**src/rtl/div_pkg.sv**
```systemverilog
// div_pkg: shared types and constants for the RV32M divide sequencer
package div_pkg;
  localparam int DIV_WIDTH = 32;
  localparam int DIV_ITERS = 32;
  typedef enum logic [1:0] {DIV = 2'b00, DIVU = 2'b01, REM = 2'b10, REMU = 2'b11} div_op_t;
  typedef enum logic [1:0] {IDLE, CALC, FIXUP, DONE} div_state_t;
endpackage

```
**src/rtl/div_step.sv**
```systemverilog
// div_step: one combinational restoring-division iteration (shift in dividend MSB, trial subtract)
module div_step import div_pkg::*; #(
  parameter int WIDTH = DIV_WIDTH
) (
  input  logic [WIDTH-1:0] i_rem,
  input  logic             i_msb,
  input  logic [WIDTH-1:0] i_dvs,
  output logic [WIDTH-1:0] o_rem,
  output logic             o_qbit
);
  logic [WIDTH:0] w_sh;
  logic [WIDTH:0] w_diff;
  // keep the bit shifted out of rem so the compare stays exact for large divisors
  always_comb begin
    w_sh = {i_rem, i_msb};
    w_diff = w_sh - {1'b0, i_dvs};
    o_qbit = w_sh >= {1'b0, i_dvs};
    o_rem = o_qbit ? w_diff[WIDTH-1:0] : w_sh[WIDTH-1:0];
  end
endmodule

```
**src/rtl/div_sequencer.sv**
```systemverilog
// div_sequencer: multi-cycle RV32M div/divu/rem/remu sequencer with pipeline stall; DIV_EARLY_OUT_EN enables early exit for trivial cases
module div_sequencer import div_pkg::*; #(
  parameter int WIDTH = DIV_WIDTH
) (
  input  logic             clk,
  input  logic             rst,
  input  logic             start,
  input  logic [1:0]       op,
  input  logic [WIDTH-1:0] a,
  input  logic [WIDTH-1:0] b,
  output logic             busy,
  output logic             stall_pipe,
  output logic             done,
  output logic [WIDTH-1:0] result
);
  localparam int CW = $clog2(DIV_ITERS);
  localparam logic [CW-1:0] LAST = CW'(DIV_ITERS - 1);
  localparam logic [WIDTH-1:0] MIN = {1'b1, {(WIDTH-1){1'b0}}};
  div_state_t r_state, w_next;
  logic [CW-1:0] r_cnt;
  logic [WIDTH-1:0] r_rem, r_dvd, r_dvs, r_a;
  logic [WIDTH-1:0] w_rem, w_q, w_r, w_a_mag, w_b_mag;
  logic r_sel_rem, r_qneg, r_rneg, r_b0, r_ovf;
  logic w_qbit, w_signed, w_b0, w_ovf, w_early, w_accept;
`ifdef DIV_EARLY_OUT_EN
  logic w_lt;
`endif

  div_step #(.WIDTH(WIDTH)) u_step (
    .i_rem (r_rem),
    .i_msb (r_dvd[WIDTH-1]),
    .i_dvs (r_dvs),
    .o_rem (w_rem),
    .o_qbit(w_qbit)
  );

  // operand classification, sign magnitudes and corner-case fixup values
  always_comb begin
    w_signed = (op == DIV) || (op == REM);
    w_b0 = b == '0;
    w_ovf = w_signed && a == MIN && b == '1;
    w_a_mag = (w_signed && a[WIDTH-1]) ? -a : a;
    w_b_mag = (w_signed && b[WIDTH-1]) ? -b : b;
`ifdef DIV_EARLY_OUT_EN
    w_lt = !w_signed && a < b;
    w_early = w_b0 || w_ovf || w_lt;
`else
    w_early = 1'b0;
`endif
    w_accept = r_state == IDLE && start;
    w_q = r_b0 ? '1 : r_ovf ? MIN : r_qneg ? -r_dvd : r_dvd;
    w_r = r_b0 ? r_a : r_ovf ? '0 : r_rneg ? -r_rem : r_rem;
  end

  // next-state and handshake outputs
  always_comb begin
    w_next = r_state == IDLE ? (start ? (w_early ? FIXUP : CALC) : IDLE) :
             r_state == CALC ? (r_cnt == LAST ? FIXUP : CALC) :
             r_state == FIXUP ? DONE : IDLE;
    busy = r_state != IDLE;
    done = r_state == DONE;
    stall_pipe = w_accept || r_state == CALC || r_state == FIXUP;
  end

  // state register
  always_ff @(posedge clk) begin
    if (rst) r_state <= IDLE;
    else r_state <= w_next;
  end

  // operand capture, iteration datapath and result load
  always_ff @(posedge clk) begin
    if (rst) begin
      r_cnt <= '0;
      r_rem <= '0;
      r_dvd <= '0;
      r_dvs <= '0;
      r_a <= '0;
      r_sel_rem <= 1'b0;
      r_qneg <= 1'b0;
      r_rneg <= 1'b0;
      r_b0 <= 1'b0;
      r_ovf <= 1'b0;
      result <= '0;
    end else if (w_accept) begin
      r_cnt <= '0;
      r_rem <= w_early ? a : '0;
      r_dvd <= w_early ? '0 : w_a_mag;
      r_dvs <= w_b_mag;
      r_a <= a;
      r_sel_rem <= op[1];
      r_qneg <= w_signed && (a[WIDTH-1] ^ b[WIDTH-1]);
      r_rneg <= w_signed && a[WIDTH-1];
      r_b0 <= w_b0;
      r_ovf <= w_ovf;
    end else if (r_state == CALC) begin
      r_cnt <= r_cnt + 1'b1;
      r_rem <= w_rem;
      r_dvd <= {r_dvd[WIDTH-2:0], w_qbit};
    end else if (r_state == FIXUP) begin
      result <= r_sel_rem ? w_r : w_q;
    end
  end
endmodule

```
**config.mk**
```make
export PLATFORM = sky130hd
export DESIGN_NAME = div_sequencer
export DESIGN_NICKNAME = d
export VERILOG_FILES = /design/src/rtl/div_pkg.sv /design/src/rtl/div_step.sv /design/src/rtl/div_sequencer.sv
export SDC_FILE = /design/constraint.sdc
export NUM_CORES = 1
export LEC_CHECK = 0
export ABC_CLOCK_PERIOD_IN_PS = 3400
export CORE_MARGIN = 5
export CORE_UTILIZATION = 40
export DETAILED_ROUTE_END_ITERATION = 10
export SLEW_MARGIN = 20
export SYNTH_ARGS = -nofsm -noshare
export SYNTH_HDL_FRONTEND = slang
export SYNTH_SLANG_ARGS = --single-unit
```
**constraint.sdc**
```tcl
create_clock -name clk -period 3.4 [get_ports clk]
set_input_delay 0.68 -clock clk [delete_from_list [all_inputs] [get_ports clk]]
set_output_delay 0.68 -clock clk [all_outputs]
set_load 0.03 [all_outputs]
```
# --- Word-level counts from Yosys, hierarchy flattened ---
# Index checks and enable logic that the tools add are counted.
word_totals:
  ff_bits: 172
  in_bits: 69
  output_inout_bits: 35
  elab_cells: 62
classes:
  add_sub_neg: 6
  order_cmp: 1
  eq_ne: 7
  n_mux: 17
  n_bitwise: 3
  n_reduce_logical: 16
op_table:
  columns: ["cell", "n"]
  rows:
  - ["32-bit two-way mux", 12]
  - ["32-bit negation", 4]
  - ["32-bit == test (second input constant)", 2]
  - ["33-bit by 32-bit greater-or-equal comparator with 1-bit output", 1]
  - ["32-bit logical NOT", 1]
  - ["32-bit subtractor", 1]
  - ["2-bit two-way mux", 4]
  - ["2-bit == test (second input constant)", 3]
  - ["1-bit logical AND", 6]
  - ["5-bit by 1-bit adder with 5-bit output (second input constant)", 1]
  - ["5-bit == test (second input constant)", 1]
  - ["2-bit logical NOT", 2]
  - ["2-bit nonzero test", 2]
  - ["1-bit logical OR", 3]
  - ["3-bit AND reduction", 1]
  - ["2-bit by 1-bit == test with 1-bit output (second input constant)", 1]
  - ["1-bit inverter", 2]
  - ["2-bit OR reduction", 1]
  - ["1-bit two-way mux", 1]
  - ["1-bit XOR", 1]

# --- Depth between registers and ports, before layout ---
# Gate-level depths: netlist (run 1).
depth:
  ltp_word: 5
  ltp_mapped: 13
  depth_no_buf: 13

# --- Hierarchy ---
# From an unflattened synthesis (run 1), not the netlist that was laid out.
unflattened:
  hier_cells: 1583
  area_unflattened_um2: 12110.4
by_module_without_submodules:
  columns: ["mod", "n_inst", "cells_each", "area_each_um2", "seq_area_each_um2"]
  rows:
  - ["div_sequencer", 1, 1260, 9779.4, 3443.3]
  - ["div_step", 1, 323, 2331.0, 0.0]

# --- Worst setup path after synthesis (run 1) ---
# Ideal clock, no wire load.
synth_timing:
  path_type: "input -> register"
  from: "input a[10]"
  to: "register r_dvd[29]"
  arrival_ns: 2.815
  required_time_ns: 3.308
  slack_ns: 0.493
  path_stages: 9
  path_buffers: 0
  cell_sequence: "or4_1 > nor4_2 > nand3_1 > or4_4 > nor4_2 > a21oi_1 > xor2_1 > nor2_1 > nor4_1"
synth_between:
  elab_chain_cells: 3
synth_rtl:
  columns: ["item", "line_no", "rtl"]
  rows:
  - ["start, declared", "div_sequencer.sv:9", "input logic [WIDTH-1:0] a,"]
  - ["32-bit negation", "div_sequencer.sv:42", "w_a_mag = (w_signed && a[WIDTH-1]) ? -a : a;"]
  - ["32-bit two-way mux", "div_sequencer.sv:42", null]
  - ["32-bit two-way mux", "div_sequencer.sv:85", "end else if (w_accept) begin"]
  - ["end signal, assigned", "div_sequencer.sv:88", "r_dvd <= w_early ? '0 : w_a_mag;"]
  - ["end signal, assigned", "div_sequencer.sv:99", "r_dvd <= {r_dvd[WIDTH-2:0], w_qbit};"]
  - ["end, declared", "div_sequencer.sv:21", "logic [WIDTH-1:0] r_rem, r_dvd, r_dvs, r_a;"]
# No other way between the ends.
# A chain may end at the register's enable or synchronous reset.

# --- Worst setup path after layout (run 1) ---
layout_timing:
  from: "register r_dvs[6]"
  to: "register r_rem[25]"
layout_between:
  elab_chain_cells: 2
layout_rtl:
  columns: ["item", "line_no", "rtl"]
  rows:
  - ["start, declared", "div_sequencer.sv:21", null]
  - ["start signal, assigned", "div_sequencer.sv:89", "r_dvs <= w_b_mag;"]
  - ["32-bit subtractor / 33-bit by 32-bit greater-or-equal comparator with 1-bit output (equally long branches)", "div_step.sv:16, div_step.sv:17", null]
  - ["32-bit two-way mux *", "div_step.sv:18", "o_rem = o_qbit ? w_diff[WIDTH-1:0] : w_sh[WIDTH-1:0];"]
  - ["end signal, assigned", "div_sequencer.sv:87", "r_rem <= w_early ? a : '0;"]
  - ["end signal, assigned", "div_sequencer.sv:98", "r_rem <= w_rem;"]
  - ["end, declared", "div_sequencer.sv:21", null]
# Mark *: on every way between the ends. The rest lies on a longest branch, timed or not.

==> results.txt, run 1 <==
----------------------------------------------------
[Outcome]
  Result of the run ... finished, final reports clean

[Pwr]
  Ratio of total power to cell area ... 466 nW/um2
  Tot Pwr ... 6.53 mW
  Leakage power total ... about 5.4 nW
  IR Drop Worst-Case VDD ... 355 uV

[Floorplanning]
  Initial core utilization ... 40.4%
  Horiz. Die Dim ... 180 um
  Area of the placeable core ... 28700 um2
  Num rows ... 62
  Area of the die ... 32500 um2
  Die height ... 180 um
  Total I/O pin count ... 104

[Clock network]
  Bufs on Longest Clock Path ... 2
  Clock insertion delay at the later pin of the skew report ... 440 ps
  CTS tree ... built
  H-tree depth ... 4
  Number of buffers added by the clock tree synthesis step ... 17
  Clk sinks ... about 170
  Number of hold buffers added after CTS ... 0
  CTS resizes ... 0
  Number of setup buffers added after CTS ... 0
  Clock tree root driver cell ... clkbuf_16
  Clock slew at the register clock pins of the worst setup and hold paths ... 70 ps

[Synth]
  Number of nets produced by synthesis ... 1673
  Top-area cell type share of the netlist area ... 29.7%
  Most frequently used cell type in the post-synthesis netlist ... nand2_1
  Count of synthesis-stage warnings from yosys ... 0
  Syn_area_per_cell ... 7.42 um2
  Library cell occupying the most area in the post-synthesis netlist ... dfxtp_1
  Gate Count Post-Synth ... 1564
  Leading cell types by count after synthesis ... nand2_1, nor2_1, dfxtp_1
  Share of synthesized flip-flops with an asynchronous set or reset ... 0%
  Cell types with the largest area share after synthesis ... dfxtp_1, a21oi_1, nand2_1
  Flip-flop and latch count after synthesis ... 172
  Predominant post-synthesis flop cell ... dfxtp_1
  Fraction of the yosys area taken by sequential cells ... 29.7%
  Netlist Area Pre-Place ... 11600 um2
  Number of flops mapped to enable cells by yosys ... 0
  Number of distinct library cell variants in the gate-level netlist after synthesis ... 68

[Global routing]
  Overflow left after global routing ... 0
  Maximum number of pins on one net before global-route repair ... slightly below 90
  Vias in the first global route ... between 10000 and 15000
  Number of antenna violations at the first check in global routing ... 0
  First-pass GRT wire length ... 60300 um
  Overall fraction of global-route tracks in use ... 22.4%

[Routing]
  Via Count ... 11600
  Count of routing violations after the opening detailed-route iteration ... 994
  Number of remaining DRC errors ... 0
  Via count normalized by instance count ... roughly 5.6
  Routed wire length ... 37800 um
  Wire length per cell ... about 18 um
  1st-pass router iterations ... 6
  Count of antenna-violating nets left after detailed routing ... 0

[Timing]
  Slew HR ... roughly 27%
  Fin crit period ... 3110 ps
  Hold violation count in the final report ... 0
  Endpoints failing setup ... 0
  Worst setup skew after layout ... between 10 and 15 ps
  Tightest Pin Transition ... ~1100 ps
  Share of the cycle needed by the critical path after routing ... between 90% and 100%
  Setup repair after global routing missed its margin ... no
  Post-route setup slack ... 286 ps
  Worst Hold Margin ... roughly 460 ps
  Achievable frequency ... about 320 MHz
  Final Slew Violations ... 0

[Placement]
  DPL Wire Length ... 28300 um
  Count of input and output buffers ... 103
  Pre-CTS setup slack ... -139 ps
  Weighted congestion at the end of routability-driven global placement ... between 0.9 and 1

[Critical path]
  Startpoint type of the worst setup path ... flop
  Type of destination of the critical path ... flop
  Critical path fanouts, max ... 6
  Arrival time reported for the critical path endpoint ... 3390 ps
  Data required time of the worst path ... 3670 ps
  Worst Path Class, Setup ... reg -> reg

[Layout]
  Number of inserted diodes ... 0
  Fraction of final layout cells with drive strength greater than 1 ... 8.81%
  Number of nets in the layout ... 1775
  Total area of multi-input combinational cells ... 7580 um2
  Relative area change from synthesis to final layout ... 20.6%
  Filler Cell Count ... about 2900
  Area taken by flip-flops and latches ... 3440 um2

[Worst hold path]
  Worst min-delay path class ... reg -> reg

[Job]
  Max capacitance violation total ... 0

----------------------------------------------------
## through the flow
step                instances  TNS (ps)  area [um2]  util, %
global route             2063         0       14000     48.8
global placement         2031      -118       13400     46.6
floorplan                1564         0       11600        -
CTS                      2063         0       14000     48.8
detailed placement       2031      -204       13400     46.6
finish                   2063         0       14000     48.8
## layout make-up
class	count	share of cell area (%)
inverters	51	1.37
flip-flops and latches	172	24.6
multi-input cells	1236	54.2
clock inverters	14	1.20
clock buffers	18	3.14
well taps	384	3.43
repair buffers	188	12.1
## registers in the layout, indices dropped and copies added, names as in the netlist
register and cells:
r_dvd 32, r_b0 1, r_sel_rem 1, r_cnt 5
r_rem 32, r_state 2, r_dvs 32, r_rneg 1
result 32, r_a 32, r_ovf 1, r_qneg 1
## per-layer routing
layer  share of wire (%)  GRT usage (%)  up-vias
li1                    -              -     5807
met1                  48           32.3     5488
met2                  45           35.0      296
met3                 5.0           3.17       36
met4                 2.1           6.44        0
met5                   0              0        -
## cells in the final DEF, fill, tap and decap left out, types with 20 or more instances in the layout
master             n
a211oi_1          45
a21oi_1          156
a311oi_1          21
buf_4             85
clkdlybuf4s50_1  101
dfxtp_1          172
ha_1              39
inv_1             50
mux2i_1           38
nand2_1          182
nand3_1           27
nand4_1           24
nor2_1           180
nor3_1            41
o21ai_0           90
o21ai_1           28
o22ai_1           24
o31ai_1           20
xnor2_1           76
xor2_1            59
## power breakdown
part           leakage [nW]  internal [mW]  total (mW)  switching (mW)
combinational          3.69          0.920        2.19            1.27
sequential             1.41           2.14        2.29           0.144
clock                 0.301           1.08        2.05           0.973
## critical path: stages (launching register included)
cell and delay (ps):
dfxtp_1 430, inv_1 70, ha_1 350, a21oi_1 220, o21ai_0 150, o21ai_1 330, a21oi_1 110, o21ai_1 250
o21ai_1 140, a211oi_4 300, buf_4 210, mux2i_1 280, a211oi_1 110
## path summary, 6_finish.rpt
check / from / end / slack [ps] / depth (start not counted)
setup / recovery: r_dvs[6] / r_rem[25] / 290 / 12
hold / removal: r_a[16] / r_a[16] / 460 / 2
setup reg to reg: r_dvs[6] / r_rem[25] / 290 / 12
hold reg to reg: r_a[16] / r_a[16] / 460 / 2
## cells by family (layout without fill, tap and decap cells)
kind of cell             after synthesis  after routing  share of synthesized area (%)
flip-flops                           172            172                           29.7
buffers and inverters                156            271                           5.18
AO/OA/AOI/OAI                        465            465                           24.8
multiplexers                          39             39                           3.37
AND/OR/NAND/NOR                      557            557                           22.4
adder cells (fa/ha/maj)               40             40                           4.38
XOR/XNOR                             135            135                           10.2
Power figures use the tool's default switching activity.
==> run 2: changes to the inputs <==
Settings changed: CORE_UTILIZATION 40 to 49, CTS_BUF_LIST from default to sky130_fd_sc_hd__clkbuf_4, PLACE_DENSITY from default to 0.7.
==> run 2 against run 1 <==
Against the previous run: largest power group unchanged; largest cell class unchanged; global-route usage increased by 4.3 points; final cell count decreased by 3.1%; sequential cell count unchanged; highest routed layer unchanged.
==> results.txt, run 2 (synthesized netlist as in run 1, its figures left out) <==
----------------------------------------------------
[Outcome]
  Result of the run ... finished, final reports clean (unchanged)

[Critical path]
  Worst Path Class, Setup ... reg -> reg (unchanged)
  Cell family with most CP delay ... compound AO/OA/AOI/OAI gates (unchanged)
  Cell repeated most along the worst path ... o21ai_1 (unchanged)
  Arrival time reported for the critical path endpoint ... 3600 ps (was 3390 ps)
  Data required time of the worst path ... 3890 ps (was 3670 ps)
  Number of buffer and inverter stages on the critical path ... 2 (unchanged)
  Largest stage delay on the critical path ... 450 ps (was 430 ps)
  Type of destination of the critical path ... flop (unchanged)
  Cell Chain, Critical Path ... inv_1, ha_1, a21o_1, nor3b_1, o21ai_1, a21oi_1, o21ai_1, o21ai_1, a211oi_4, buf_6, mux2i_1, a211oi_1 (was inv_1, ha_1, a21oi_1, o21ai_0, o21ai_1, a21oi_1, o21ai_1, o21ai_1, a211oi_4, buf_4, mux2i_1, a211oi_1)
  Critical Path Slowest Stage Cell ... dfxtp_1 (unchanged)
  Critical path fanouts, max ... 14 (was 6)
  Startpoint type of the worst setup path ... flop (unchanged)

[Global routing]
  Overall fraction of global-route tracks in use ... 26.7% (was 22.4%)
  Maximum number of pins on one net before global-route repair ... 88 (unchanged)
  First-pass GRT wire length ... 57700 um (was 60300 um)
  GR peak layer ... met2 (unchanged)
  Met3 track demand over resource ... 3.59% (was 3.17%)
  Overflow left after global routing ... 0 (unchanged)
  Vias in the first global route ... 10900 (was 11000)
  GR Layer Usage met1 ... 38.7% (was 32.3%)
  Met2 demand-to-capacity share in global routing ... 40.4% (was 35.0%)
  Number of antenna violations at the first check in global routing ... 1 (was 0)

[Timing]
  Total negative slack ... 0 ps (unchanged)
  Achievable frequency ... 321 MHz (about the same)
  Hold violation count in the final report ... 0 (unchanged)
  Endpoints failing setup ... 0 (unchanged)
  Share of the cycle needed by the critical path after routing ... 91.7% (was 91.6%)
  Fin crit period ... 3120 ps (was 3110 ps)
  Setup repair after global routing missed its margin ... no (unchanged)
  Post-route setup slack ... 282 ps (was 286 ps)
  Worst setup skew after layout ... 25.4 ps (was 13.2 ps)
  Worst Hold Margin ... 464 ps (was 456 ps)
  Final Slew Violations ... 0 (unchanged)
  Tightest Pin Transition ... 929 ps (was 1100 ps)
  Slew HR ... 38.0% (was 26.9%)

[Floorplanning]
  Horiz. Die Dim ... 164 um (was 180 um)
  Initial core utilization ... 49.6% (was 40.4%)
  Num rows ... 56 (was 62)
  Die height ... 164 um (was 180 um)
  Total I/O pin count ... 104 (unchanged)
  Area of the die ... 26900 um2 (was 32500 um2)
  Area of the placeable core ... 23400 um2 (was 28700 um2)

[Clock network]
  Clock slew at the register clock pins of the worst setup and hold paths ... 160 ps (was 70 ps)
  Clock tree root driver cell ... clkbuf_4 (was clkbuf_16)
  Bufs on Longest Clock Path ... 2 (unchanged)
  Clk sinks ... 172 (unchanged)
  H-tree depth ... 4 (unchanged)
  Number of hold buffers added after CTS ... 0 (unchanged)
  CTS tree ... built (unchanged)
  Clock insertion delay at the later pin of the skew report ... 600 ps (was 440 ps)
  Number of buffers added by the clock tree synthesis step ... 17 (unchanged)

[Placement]
  DPL Wire Length ... 27200 um (was 28300 um)
  Pre-CTS setup slack ... -152 ps (was -139 ps)
  Count of input and output buffers ... 103 (unchanged)
  Weighted congestion at the end of routability-driven global placement ... 0.938 (was 0.937)

[Layout]
  Commonest non-fill, non-tap cells in the layout ... nand2_1, nor2_1, dfxtp_1 (unchanged)
  Number of nets in the layout ... 1776 (was 1775)
  Fraction of final layout cells with drive strength greater than 1 ... 8.87% (was 8.81%)
  Relative area change from synthesis to final layout ... 17.4% (was 20.6%)
  Most common cell after layout, fill and taps aside ... nand2_1 (unchanged)

[Pwr]
  Net switching power of the design ... 2.26 mW (was 2.39 mW)
  Sequential Power Share ... 39.8% (was 35.1%)
  Leakage power total ... 5.27 nW (was 5.40 nW)
  Switching share of power ... 39.2% (was 36.6%)
  Cell Int Power ... 3.50 mW (was 4.14 mW)
  Relative contribution of combinational cells to total power ... 38.0% (was 33.6%)
  Portion of total power attributed to the clock network ... 22.2% (was 31.4%)
  IR Drop Worst-Case VDD ... 253 uV (was 355 uV)
  Tot Pwr ... 5.75 mW (was 6.53 mW)
  Ratio of total power to cell area ... 422 nW/um2 (was 466 nW/um2)

[Routing]
  Wire length per cell ... 18.0 um (was 18.3 um)
  Count of antenna-violating nets left after detailed routing ... 0 (unchanged)
  Number of remaining DRC errors ... 0 (unchanged)
  Via count normalized by instance count ... 5.97 (was 5.64)
  Routed wire length ... 35900 um (was 37800 um)
  Via Count ... 11900 (was 11600)
  1st-pass router iterations ... 6 (unchanged)
  Count of routing violations after the opening detailed-route iteration ... 1055 (was 994)

[Worst hold path]
  Worst min-delay path class ... reg -> reg (unchanged)

[Job]
  Max capacitance violation total ... 0 (unchanged)

----------------------------------------------------
-- run 2: path summary, 6_finish.rpt --
check,startpoint,end,slack [ps],cells after the start
max,r_dvs[4],r_rem[25],280,12
min,r_a[31],r_a[31],460,2
max reg2reg,r_dvs[4],r_rem[25],280,12
min reg2reg,r_a[31],r_a[31],460,2
-- run 2: final cells by class --
cell class              count  area [um2]
well taps                 319         399
diodes                      1        2.50
clock inverters            14         174
flip-flops and latches    172        3440
inverters                  51         191
fillers                  2279        9770
multi-input cells        1236        7580
repair buffers            189        1700
clock buffers              18         135
-- run 2: power groups by stage --
stage          sequential [mW]  clock [mW]  combinational, mW
2_1_floorplan             2.29           0               1.52
3_3_place_gp              2.33           0               2.10
3_5_place_dp              2.33           0               2.14
4_1_cts                   2.29        1.30               2.16
5_1_grt                   2.31        1.38               2.39
6_report                  2.29        1.28               2.19
-- run 2: per-stage QoR --
| stage | cells | cell area (um2) | utilization (%) |
|---|---|---|---|
| floorplan | 1564 | 11600 | - |
| global placement | 1967 | 13300 | 56.9 |
| detailed placement | 1967 | 13300 | 56.9 |
| CTS | 1999 | 13600 | 58.2 |
| global route | 2000 | 13600 | 58.2 |
| finish | 2000 | 13600 | 58.2 |
-- run 2: layer usage --
metal / up-vias / routed length, um
li1: 5799 / -
met1: 5594 / 16600
met2: 467 / 15600
met3: 81 / 2360
met4: 0 / 1340
met5: - / 0
-- run 2: what timing repair did --
item	CTS	global route
resized for setup	0	1
setup endpoints to repair	0	7
buffers inserted	0	0
-- run 2: worst reg2reg max path: stages, from the launching register on --
cell	delay [ps]
dfxtp_1	450
inv_1	80
ha_1	350
a21o_1	190
nor3b_1	150
o21ai_1	290
a21oi_1	120
o21ai_1	240
o21ai_1	150
a211oi_4	370
buf_6	270
mux2i_1	110
a211oi_1	290
